$ cat src/rtl/ccsds123_sample_packer.sv
// Packs PIPELINES consecutive D-bit samples into one word for ccsds123_top, flushing a zero-padded word at image end.
// Optional m_axis_tlast end-of-image flag is enabled by defining CCSDS_PACKER_TLAST_EN.
module ccsds123_sample_packer #(
   parameter int PIPELINES = 2,
   parameter int D         = 16,
   parameter int NX        = 16,
   parameter int NY        = 16,
   parameter int NZ        = 8
) (
   input  logic                   clk,
   input  logic                   aresetn,
   input  logic [D-1:0]           s_axis_tdata,
   input  logic                   s_axis_tvalid,
   output logic                   s_axis_tready,
   output logic [PIPELINES*D-1:0] m_axis_tdata,
   output logic                   m_axis_tvalid,
   input  logic                   m_axis_tready
`ifdef CCSDS_PACKER_TLAST_EN
   ,
   output logic                   m_axis_tlast
`endif
);

   localparam int TOTAL = NX * NY * NZ;
   localparam int W     = PIPELINES * D;
   localparam int LW    = (PIPELINES > 1) ? $clog2(PIPELINES) : 1;
   localparam int IW    = (TOTAL > 1) ? $clog2(TOTAL) : 1;
   localparam logic [LW-1:0] LANE_LAST = LW'(PIPELINES - 1);
   localparam logic [IW-1:0] IDX_LAST  = IW'(TOTAL - 1);

   logic [LW-1:0] lane, lane_nxt;
   logic [IW-1:0] sample_idx, idx_nxt;
   logic [W-1:0]  acc, acc_nxt;
   logic [W-1:0]  merged;
   logic [W-1:0]  out_data, out_data_nxt;
   logic          out_valid, out_valid_nxt;
   logic          out_last, out_last_nxt;
   logic          close;
   logic          accept;

   // The incoming sample closes the word on the last lane or on the last sample of the image.
   always_comb begin
      close         = (lane == LANE_LAST) || (sample_idx == IDX_LAST);
      s_axis_tready = aresetn && (!close || !out_valid || m_axis_tready);
      accept        = s_axis_tvalid && s_axis_tready;
   end

   // Lanes below the current one come from the accumulator, lanes above are forced to zero.
   always_comb begin
      merged = '0;
      for (int unsigned k = 0; k < PIPELINES; k++) begin
         if (k < 32'(lane))
            merged[k*D +: D] = acc[k*D +: D];
         else if (k == 32'(lane))
            merged[k*D +: D] = s_axis_tdata;
      end
   end

   always_comb begin
      lane_nxt      = lane;
      idx_nxt       = sample_idx;
      acc_nxt       = acc;
      out_data_nxt  = out_data;
      out_valid_nxt = out_valid;
      out_last_nxt  = out_last;
      if (out_valid && m_axis_tready)
         out_valid_nxt = 1'b0;
      if (accept) begin
         idx_nxt = (sample_idx == IDX_LAST) ? '0 : sample_idx + IW'(1);
         if (close) begin
            // A reload in the same cycle as a drain overrides the clear above.
            out_data_nxt  = merged;
            out_valid_nxt = 1'b1;
            out_last_nxt  = (sample_idx == IDX_LAST);
            acc_nxt       = '0;
            lane_nxt      = '0;
         end else begin
            acc_nxt  = merged;
            lane_nxt = lane + LW'(1);
         end
      end
   end

   always_ff @(posedge clk or negedge aresetn) begin
      if (!aresetn) begin
         lane       <= '0;
         sample_idx <= '0;
         acc        <= '0;
         out_data   <= '0;
         out_valid  <= 1'b0;
         out_last   <= 1'b0;
      end else begin
         lane       <= lane_nxt;
         sample_idx <= idx_nxt;
         acc        <= acc_nxt;
         out_data   <= out_data_nxt;
         out_valid  <= out_valid_nxt;
         out_last   <= out_last_nxt;
      end
   end

   assign m_axis_tdata  = out_data;
   assign m_axis_tvalid = out_valid;
`ifdef CCSDS_PACKER_TLAST_EN
   assign m_axis_tlast  = out_last;
`else
   logic unused_last;
   assign unused_last = out_last;
`endif

endmodule
$ cat config.mk
export PLATFORM = sky130hd
export DESIGN_NAME = ccsds123_sample_packer
export DESIGN_NICKNAME = d
export VERILOG_FILES = /design/src/rtl/ccsds123_sample_packer.sv
export SDC_FILE = /design/constraint.sdc
export NUM_CORES = 1
export LEC_CHECK = 0
export BUFFER_PORTS_ARGS = -buffer_cell sky130_fd_sc_hd__buf_4
export CAP_MARGIN = 25
export CORE_MARGIN = 4
export CORE_UTILIZATION = 40
export CTS_CLUSTER_DIAMETER = 60
export DETAILED_ROUTE_END_ITERATION = 7
export PLACE_DENSITY = 0.64
export SLEW_MARGIN = 20
export SYNTH_ARGS = -nofsm -noshare
export SYNTH_HDL_FRONTEND = slang
export SYNTH_SLANG_ARGS = --single-unit
$ cat constraint.sdc
create_clock -name clk -period 4 [get_ports clk]
set_input_delay 0.6 -clock clk [delete_from_list [all_inputs] [get_ports clk]]
set_output_delay 0.6 -clock clk [all_outputs]
set_load 0.01 [all_outputs]
## Word level (Yosys, flattened, before mapping)

Index checks and enable logic that the tools add are counted.

- Magnitude comparators: 1
- $add $sub $neg: 2
- Multiplexer cells: 9
- Equality and inequality tests: 1
- Reductions and logical operators: 9

Operators with widths:

| operator | count |
|---|---|
| $mux 16 | 4 |
| $add 11x1->11 const B | 1 |
| $eq 11x11->1 const B | 1 |
| $mux 11 | 1 |
| $mux 1 | 4 |
| $logic_and 1x1->1 | 3 |
| $logic_or 1x1->1 | 3 |
| $logic_not 1->1 | 2 |
| $reduce_and 2->1 | 1 |
| $add 1x1->1 const B | 1 |
| $lt 1x1->1 const A | 1 |

- Register bits after elaboration: 61
- Bits of input ports: 20
- Output and inout port bits: 34
- Logic and storage cells: 27

## Longest topological paths before layout

Gate-level depths: netlist of the first run.

- Word-level depth: 8
- Gate-level depth with buffers: 7
- Mapped depth without buffers: 5

## Least setup slack after synthesis of the first run

Ideal clock, no wire load.

- Kind: flip-flop to output port
- Start: reg sample_idx[0]
- End: out s_axis_tready
- Arrival time: 1.198 ns
- Cell stages (with the launch flop): 6
- Data required time: 3.400 ns
- Slack: 2.202 ns
- Path buffers: 0
- Path through: dfrtp_1 -> ha_1 -> nand4_4 -> nor3_4 -> nor2_1 -> o21a_1

- Cells in the longest elaborated chain, start to end: 6

Ends and longest elaborated chain:

| element | line | source |
|---|---|---|
| start, declared | 32 | `logic [IW-1:0] sample_idx, idx_nxt;` |
| start signal, assigned | 94 | `sample_idx <= idx_nxt;` |
| $eq 11x11->1 | n/a |  |
| $logic_or 1x1->1 | 43 | `close = (lane == LANE_LAST) \|\| (sample_idx == IDX_LAST);` |
| $logic_not 1->1 | 44 | `s_axis_tready = aresetn && (!close \|\| !out_valid \|\| m_axis_tready);` |
| $logic_or 1x1->1 (2 in series) | 44 |  |
| $logic_and 1x1->1 | 44 |  |
| end, declared | 14 | `output logic s_axis_tready,` |

Every way passes these cells.

## Worst setup path after layout of the first run

Ends and elaborated chain as after synthesis.

==> results of run 1 <==
[worst max-delay path: stages (launching register included)]
cell and delay, ns:
dfrtp_1 0.41, ha_1 0.29, nand4_4 0.16, nor3_4 0.23, nor2_1 0.06, o21a_1 0.23
buf_4 0.14
[power groups by stage]
| stage | registers, mW | logic [mW] | clock network, mW |
|---|---|---|---|
| CTS | 0.980 | 0.659 | 0.538 |
| global route | 1.01 | 0.711 | 0.564 |
| detailed placement | 0.986 | 0.656 | 0 |
| floorplan | 1.02 | 0.293 | 0 |
| finish | 0.979 | 0.649 | 0.522 |
| global placement | 0.983 | 0.646 | 0 |
[routing by layer]
metal	track usage (%)	wire, microns
met5	0	0
met3	4.50	265
met2	23.1	2760
met1	19.8	2700
met4	5.36	98
[worst paths after layout]
kind / cells after the start / from / end / slack (ns)
max reg2reg: 5 / lane$_DFFE_PN0P_ / sample_idx[3]$_DFFE_PN0P_ / 1.67
min in group clk: 1 / m_axis_tdata[5]$_DFFE_PN0P_ / m_axis_tdata[5]$_DFFE_PN0P_ / 0.50
min reg2reg: 1 / m_axis_tdata[5]$_DFFE_PN0P_ / m_axis_tdata[5]$_DFFE_PN0P_ / 0.50
max: 6 / sample_idx[0]$_DFFE_PN0P_ / s_axis_tready / 1.55
max in group asynchronous: 2 / aresetn / m_axis_tdata[24]$_DFFE_PN0P_ / 3.02
min: 1 / aresetn / m_axis_tdata[30]$_DFFE_PN0P_ / 0.12
[cell usage after synthesis (all sizes together)]
| library cell | number |
|---|---|
| a22oi | 1 |
| o211ai | 1 |
| and4 | 1 |
| ha | 1 |
| nand3 | 6 |
| and2 | 1 |
| dfrtp | 61 |
| a31o | 1 |
| xnor2 | 3 |
| a22o | 16 |
| a21oi | 1 |
| o21ai | 27 |
| buf | 9 |
| and3 | 2 |
| clkbuf | 5 |
| mux2 | 32 |
| mux2i | 4 |
| nand4 | 2 |
| or3 | 1 |
| nor3 | 1 |
| o21a | 1 |
| a31oi | 1 |
| and3b | 1 |
| o31ai | 1 |
| o31a | 1 |
| o41ai | 1 |
| nand2b | 2 |
| nand2 | 39 |
| o2111ai | 4 |
| nor2 | 3 |
[final cells by class]
cell class | instances | area (sq um) | area share (%)
Timing Repair Buffer | 56 | 440 | 12.9
Multi-Input combinational cell | 155 | 1150 | 33.7
Clock inverter | 3 | 17.5 | 0.514
Clock buffer | 13 | 179 | 5.25
Tap cell | 77 | 96.3 | 2.83
Sequential cell | 61 | 1530 | 44.8
[kinds of logic (layout without fill, tap and decap cells)]
logic type | after synthesis | after routing | synth area share, %
adders and majority gates | 1 | 1 | 0.457
xor gates and xnor gates | 3 | 3 | 0.960
DFF | 61 | 61 | 55.8
buffers and inverters | 14 | 72 | 2.61
AOI/OAI and AO/OA | 56 | 56 | 14.4
muxes | 36 | 36 | 15.0
and+or+nand+nor | 59 | 59 | 10.8
[stage by stage]
step	setup slack [ns]	std cells	cell area (sq um)	hold slack, ns	util, %
after floorplan	2.20	230	2740	0.304	-
after global routing	1.40	365	3410	0.126	52.5
final	1.55	365	3410	0.123	52.5
after detailed placement	1.60	348	3180	0.475	49.0
after CTS	1.52	364	3380	0.115	52.0
after global placement	1.64	348	3180	0.476	49.0
[state kept, by name, summed over array words and instances, names as in the netlist]
register / flops
acc: 16
lane: 1
m_axis_tdata: 32
m_axis_tvalid: 1
sample_idx: 11
==> impl_metrics.tcl, run 1 <==
set metrics [dict create \
    outcome "complete, no violations" \
    vias 1953 \
    insertedDiodeCount 0 \
    clkTransAtPathRegs_ns 0.07 \
    final_common_cell "dfrtp_1" \
    antenna_found_initial 0 \
    ys_warn_count 0 \
    grt_use_total_pct 14.9 \
    grt.overflow.total 0 \
    p_leak_nw 1.62 \
    numClockSinks 61 \
    cts_tree "built" \
    rsz0062_at_grt "no" \
    coreArea_sq_mm 0.00649 \
    wl_per_cell_microns 16.0 \
    finalNetCount 304 \
    drc_errors 0 \
    dpl.hpwl_microns 3810 \
    cts_buffer_depth 2 \
    place.port_buffers 53 \
    syn_area_sq_mm 0.00274 \
    die_w_microns 90.7 \
    drv_slew 0 \
    ys_types 40 \
    fin_setup_tns_ns 0 \
    worstMarginPinSlew_ns 0.982 \
    end_kind "output pin" \
    max_slew_margin_pct 34.5 \
    internal_power_mw 1.49 \
    clkPwrFrac_pct 24.3 \
    period_minus_slack_ns 2.45 \
    p_sw_share_pct 30.5 \
    yosys.area.top_type "dfrtp_1" \
    ys_seq_elements 61 \
    initial_core_util_pct 42.1 \
    synth_top_area_share_pct 55.8 \
    grt_pass1_wl_microns 9850 \
    dieArea_sq_mm 0.00823 \
    vdd_ir_drop_max_uv 331 \
    ys_seq_area_share_pct 55.8 \
    fillers 581 \
    hold_class "primary input to async pin" \
    drive_gt1_share_pct 35.4 \
    drt_iter0_drc 119 \
    clkLatencyLatePin_ns 0.33 \
    die_h_microns 90.7 \
    final_cell_mix "dfrtp_1 (61), buf_4 (55), nand2_1 (39)" \
    drt_wl_total_microns 5830 \
    combinationalPowerShare_pct 30.2 \
    synth_area_leaders "dfrtp_1 (56%), mux2_2 (7.8%), nand2_1 (5.3%), a22o_1 (5.1%), mux2_1 (4.1%)" \
    critical_path_class "flop to output pin" \
    first_global_vias 2008 \
    routabilityCongestion 0.795 \
    first_pass_iters 4 \
    postCtsSetupRepairBufs 0 \
    cts_buffers 9 \
    arrival_ns 1.85 \
    p_sw_uw 657 \
    fmax_mhz 408 \
    p_total_mw 2.15 \
    clock-root-buffer "clkbuf_8" \
    rows 29 \
    critPathMaxFanout 6 \
    fin_crit_sh_pct 61.2 \
    avgSynthCellArea_sq_um 11.9 \
    vias_per_cell 5.35 \
    io_pins 54 \
    p_seq_share_pct 45.5 \
    setup_violations 0 \
    power.density_mw_per_mm2 631 \
    drtAntennaViolNets 0 \
    report.final.hold_viol_count 0 \
    post_cts_resized 0 \
    cts_hold_buf 0 \
    synthCells 230 \
    h-tree-depth 3 \
    cp.required_ns 3.40 \
    maxCapViolCount 0 \
    startpoint_type "flop" \
    syn_nets 251 \
    syn2layout_area_growth_pct 24.5 \
    grt_max_degree 50 \
    skew_ns 0.00741 \
]
(Power assumes the default switching activity.)
==> inputs of run 2 (changes only) <==
--- a/config.mk
+++ b/config.mk
@@ -11,7 +11,7 @@
 export CORE_UTILIZATION = 40
 export CTS_CLUSTER_DIAMETER = 60
 export DETAILED_ROUTE_END_ITERATION = 7
-export PLACE_DENSITY = 0.64
+export PLACE_DENSITY = 0.66
 export SLEW_MARGIN = 20
 export SYNTH_ARGS = -nofsm -noshare
 export SYNTH_HDL_FRONTEND = slang
==> constraint.sdc (replaced) <==
create_clock -name clk -period 2.1 [get_ports clk]
set_input_delay 0.315 -clock clk [delete_from_list [all_inputs] [get_ports clk]]
set_output_delay 0.315 -clock clk [all_outputs]
set_load 0.01 [all_outputs]
==> run 2 against run 1 <==
Clock power up 150%; global-route usage increased by 0.65 points; sequential power grew 88%; largest cell class unchanged; hold slack improved by 0.087 ns; count of clock-buffer cells in the layout fell by 4.
==> impl_metrics.tcl, run 2 (synthesized netlist as in run 1, its figures left out) <==
set metrics [dict create \
    cts_buffer_depth 2 \
    period_minus_slack_ns 2.00 \
    hold_class "primary input to flop" \
    clock-root-buffer "clkbuf_8" \
    cts_tree "built" \
    vdd_ir_drop_max_uv 721 \
    setup_violations 0 \
    largest_register_ffs 32 \
    place.port_buffers 53 \
    max_slew_margin_pct 50.4 \
    arrival_ns 1.68 \
    wl_per_cell_microns 16.0 \
    startpoint_type "flop" \
    grtUsageMet1_pct 21.3 \
    drv_slew 0 \
    report.final.hold_viol_count 0 \
    drt_wl_total_microns 5990 \
    critical_path_class "flop to output pin" \
    worstMarginPinSlew_ns 0.744 \
    dieArea_sq_mm 0.00823 \
    final_cell_mix "buf_4 (63), dfrtp_1 (59), nand2_1 (39)" \
    drt_iter0_drc 99 \
    busiest_layer "met2" \
    multi_input_area_sq_mm 0.00116 \
    h-tree-depth 3 \
    outcome "complete, no violations" \
    first_global_vias 2030 \
    vias_per_cell 5.34 \
    cp.required_ns 1.78 \
    skew_ns 0.0102 \
    p_leak_nw 1.69 \
    finalNetCount 314 \
    reg2reg_slack_ns 0.29 \
    dpl.hpwl_microns 3940 \
    gr-usage-met2_pct 23.5 \
    drc_errors 0 \
    final_common_cell "buf_4" \
    syn2layout_area_growth_pct 29.6 \
    grt_pass1_wl_microns 10300 \
    power.density_mw_per_mm2 1250 \
    clkTransAtPathRegs_ns 0.07 \
    die_w_microns 90.7 \
    coreArea_sq_mm 0.00649 \
    fmax_mhz 501 \
    vias 2004 \
    antenna_found_initial 0 \
    grt.overflow.total 0 \
    dpl.cell_count 356 \
    hold_slack_ns 0.209 \
    critPathMaxFanout 6 \
    maxCapViolCount 0 \
    instances_no_fill 375 \
    numClockSinks 61 \
    seqCellArea_sq_mm 0.00153 \
    grtUsageMet3_pct 4.00 \
    io_pins 54 \
    routabilityCongestion 0.818 \
    initial_core_util_pct 42.1 \
    end_kind "output pin" \
    cts_buffers 9 \
    grt_use_total_pct 15.6 \
    fin_crit_sh_pct 95.1 \
    die_h_microns 90.7 \
    fillers 561 \
    rows 29 \
    grt_max_degree 43 \
    drtAntennaViolNets 0 \
    first_pass_iters 4 \
    insertedDiodeCount 0 \
    drive_gt1_share_pct 38.6 \
    clkLatencyLatePin_ns 0.34 \
    p_total_mw 4.43 \
]
run 2: cell count changes in the layout (fill, tap and decap cells not counted), sizes merged:
cell,before,now
buf,56,65
bufinv,0,3
clkbuf,13,9
clkinv,2,3
dlygate4sd3,0,1
run 2: where the power goes:
part | internal (mW) | switching [mW] | leakage [nW]
Combinational | 0.757 | 0.549 | 0.791
Clock | 0.794 | 0.487 | 0.120
Sequential | 1.56 | 0.281 | 0.775
Total | 3.11 | 1.32 | 1.69
run 2: routing by layer:
metal / vias to the layer above / wire length [microns]
li1: 956 / -
met2: 57 / 2780
met1: 984 / 2830
met5: - / 0
met4: 0 / 98
met3: 7 / 290
run 2: through the flow:
step                worst slack, ns  TNS [ns]  utilization [%]  instance area [sq um]
floorplan                     0.393         0                -                   2740
global placement              0.206         0             50.1                   3260
detailed placement            0.130         0             50.1                   3260
CTS                          0.0184         0             54.1                   3520
global route               -0.00667  -0.00667             54.6                   3550
finish                        0.102         0             54.6                   3550
run 2: final cells by class:
cell class,instances,share of cell area (%)
clock buffers,9,3.49
flip-flops and latches,61,43.1
multi-input cells,155,32.7
repair buffers,66,14.5
clock inverters,7,3.49
well taps,77,2.72
run 2: final timing paths:
check,startpoint,end,cells after the start
max in group asynchronous,aresetn,sample_idx[0]$_DFFE_PN0P_,3
min,s_axis_tdata[7],acc[7]$_DFFE_PN0P_,3
max,sample_idx[0]$_DFFE_PN0P_,s_axis_tready,6
max reg2reg,sample_idx[0]$_DFFE_PN0P_,m_axis_tdata[9]$_DFFE_PN0P_,7
min in group asynchronous,aresetn,acc[2]$_DFFE_PN0P_,3
min reg2reg,m_axis_tdata[8]$_DFFE_PN0P_,m_axis_tdata[8]$_DFFE_PN0P_,1
run 2: critical path: stages, from the launching register on:
cell,delay (ns)
dfrtp_2,0.41
ha_4,0.17
nand4_4,0.12
nor3_4,0.26
nor2_1,0.06
o21a_1,0.19
buf_4,0.14
run 2: timing repair:
| item | in CTS | in global routing |
|---|---|---|
| cloned | 0 | 0 |
| pin swaps | 0 | 1 |
| setup endpoints to repair | 1 | 16 |
| resized for setup | 1 | 5 |
| hold buffers | 1 | 0 |
| hold endpoints to repair | 22 | 0 |
| buffers inserted | 0 | 2 |
==> inputs of run 3 (changes only) <==
--- a/config.mk
+++ b/config.mk
@@ -5,8 +5,9 @@
 export SDC_FILE = /design/constraint.sdc
 export NUM_CORES = 1
 export LEC_CHECK = 0
-export BUFFER_PORTS_ARGS = -buffer_cell sky130_fd_sc_hd__buf_4
+export BUFFER_PORTS_ARGS = -buffer_cell sky130_fd_sc_hd__clkbuf_2
 export CAP_MARGIN = 25
+export CORE_ASPECT_RATIO = 0.7
 export CORE_MARGIN = 4
 export CORE_UTILIZATION = 40
 export CTS_CLUSTER_DIAMETER = 60
==> run 3 against run 2 <==
Total power decreased by 8.5%; global-route usage increased by 0.62 points; sequential share of layout area increased by 2.3 points; final cell count increased by 3.7%; core utilization decreased by 2.2 points; clock power decreased by 18%; setup slack about the same; non-clock buffer count unchanged.
==> impl_metrics.tcl, run 3 (synthesized netlist as in run 1, its figures left out) <==
set metrics [dict create \
    grt_use_total_pct 16.2 \
    drive_gt1_share_pct 37.9 \
    setup_ws_ns 0.102 \
    die_w_microns 107 \
    grt.overflow.total 0 \
    reg2reg_slack_ns 0.21 \
    wl_per_cell_microns 15.6 \
    cp.required_ns 1.78 \
    grt_max_degree 45 \
    dpl_cell_area_sq_mm 0.00313 \
    hold_slack_ns 0.201 \
    startpoint_type "flop" \
    instances_no_fill 389 \
    p_leak_nw 1.62 \
    clock-root-buffer "clkbuf_8" \
    vdd_ir_drop_max_uv 610 \
    cts_buffer_depth 2 \
    syn2layout_area_growth_pct 23.0 \
    final_cell_mix "dfrtp_1 (60), clkbuf_2 (52), nand2_1 (39)" \
    drt_iter0_drc 131 \
    final_common_cell "dfrtp_1" \
    clkLatencyLatePin_ns 0.34 \
    initial_core_util_pct 42.6 \
    coreArea_sq_mm 0.00643 \
    numClockSinks 61 \
    period_minus_slack_ns 2.00 \
    r2r_start "sample_idx[0]$_DFFE_PN0P_" \
    routabilityCongestion 0.816 \
    p_total_mw 4.05 \
    outcome "complete, no violations" \
    vias_per_cell 5.14 \
    dpl.cell_count 370 \
    max_slew_margin_pct 44.6 \
    antenna_found_initial 0 \
    clkTransAtPathRegs_ns 0.07 \
    holdCritStartpoint "s_axis_tdata[14]" \
    largest_register_ffs 32 \
    dpl.hpwl_microns 4040 \
    cts_buffers 9 \
    hold_class "primary input to flop" \
    final_area_sq_mm 0.00337 \
    drv_slew 0 \
    die_h_microns 77.2 \
    rows 24 \
    first_pass_iters 4 \
    arrival_ns 1.68 \
    power.density_mw_per_mm2 1200 \
    crit_start "sample_idx[0]$_DFFE_PN0P_" \
    fin_crit_sh_pct 95.1 \
    vias 1998 \
    report.final.hold_viol_count 0 \
    dieArea_sq_mm 0.00825 \
    drt_wl_total_microns 6080 \
    fmax_mhz 501 \
    cts_tree "built" \
    setup_violations 0 \
    first_global_vias 2066 \
    io_pins 54 \
    skew_ns 0.00486 \
    insertedDiodeCount 0 \
    place.port_buffers 53 \
    maxCapViolCount 0 \
    critPathMaxFanout 6 \
    dp_slack_ns 0.124 \
    end_kind "output pin" \
    worstMarginPinSlew_ns 0.829 \
    finalNetCount 314 \
    h-tree-depth 3 \
    critical_path_class "flop to output pin" \
    drc_errors 0 \
    drtAntennaViolNets 0 \
    grt_pass1_wl_microns 10300 \
]
==> run 3: cell types whose count changed in the layout (fill, tap and decap cells not counted), moves of 2 or more <==
cell        change
bufinv_16       -2
clkinv_2        +2
clkinvlp_4      +2
clkbuf_2       +52
buf_4          -51
clkinv_4        -3
==> run 3: cell type report <==
type | instances | area (sq um)
multi-input combinational | 155 | 1160
timing repair buffer | 66 | 365
sequential | 61 | 1530
clock inverter | 6 | 62.6
fill | 604 | 3060
tap | 91 | 114
clock buffer | 10 | 138
==> run 3: where the power goes <==
group,switching [mW],internal [mW],total [mW]
logic,0.565,0.607,1.17
registers,0.275,1.56,1.83
clock network,0.470,0.575,1.05
==> run 3: metrics by stage <==
step,util (%),setup TNS [ns]
after floorplan,-,0
after global placement,48.7,0
after detailed placement,48.7,0
after CTS,52.1,0
after global routing,52.4,-0.000484
final,52.4,0
==> run 3: path summary, 6_finish.rpt <==
| check | end | cells after the start |
|---|---|---|
| max | s_axis_tready | 6 |
| min | acc[14]$_DFFE_PN0P_ | 3 |
| max reg2reg | acc[0]$_DFFE_PN0P_ | 6 |
| min reg2reg | m_axis_tdata[11]$_DFFE_PN0P_ | 1 |
| max in group asynchronous | sample_idx[0]$_DFFE_PN0P_ | 3 |
| min in group asynchronous | acc[13]$_DFFE_PN0P_ | 3 |
==> run 3: critical path, stage by stage (launching register included) <==
cell      delay [ns]
dfrtp_2         0.42
ha_4            0.19
nand4_4         0.13
nor3_4          0.23
nor2_1          0.06
o21a_1          0.19
clkbuf_2        0.12
==> run 3: what timing repair did <==
item | CTS | global route
buffers inserted | 1 | 1
endpoints found under the hold margin | 17 | 0
pin swaps | 1 | 0
setup endpoints to repair | 1 | 5
resized for setup | 1 | 2
hold buffers | 1 | 0
==> run 3: per-layer routing <==
layer / vias up / routed length [microns] / GRT usage [%]
li1: 958 / - / -
met1: 973 / 2930 / 21.7
met2: 63 / 2720 / 23.9
met3: 4 / 408 / 6.63
met4: 0 / 29 / 4.98
met5: - / 0 / 0
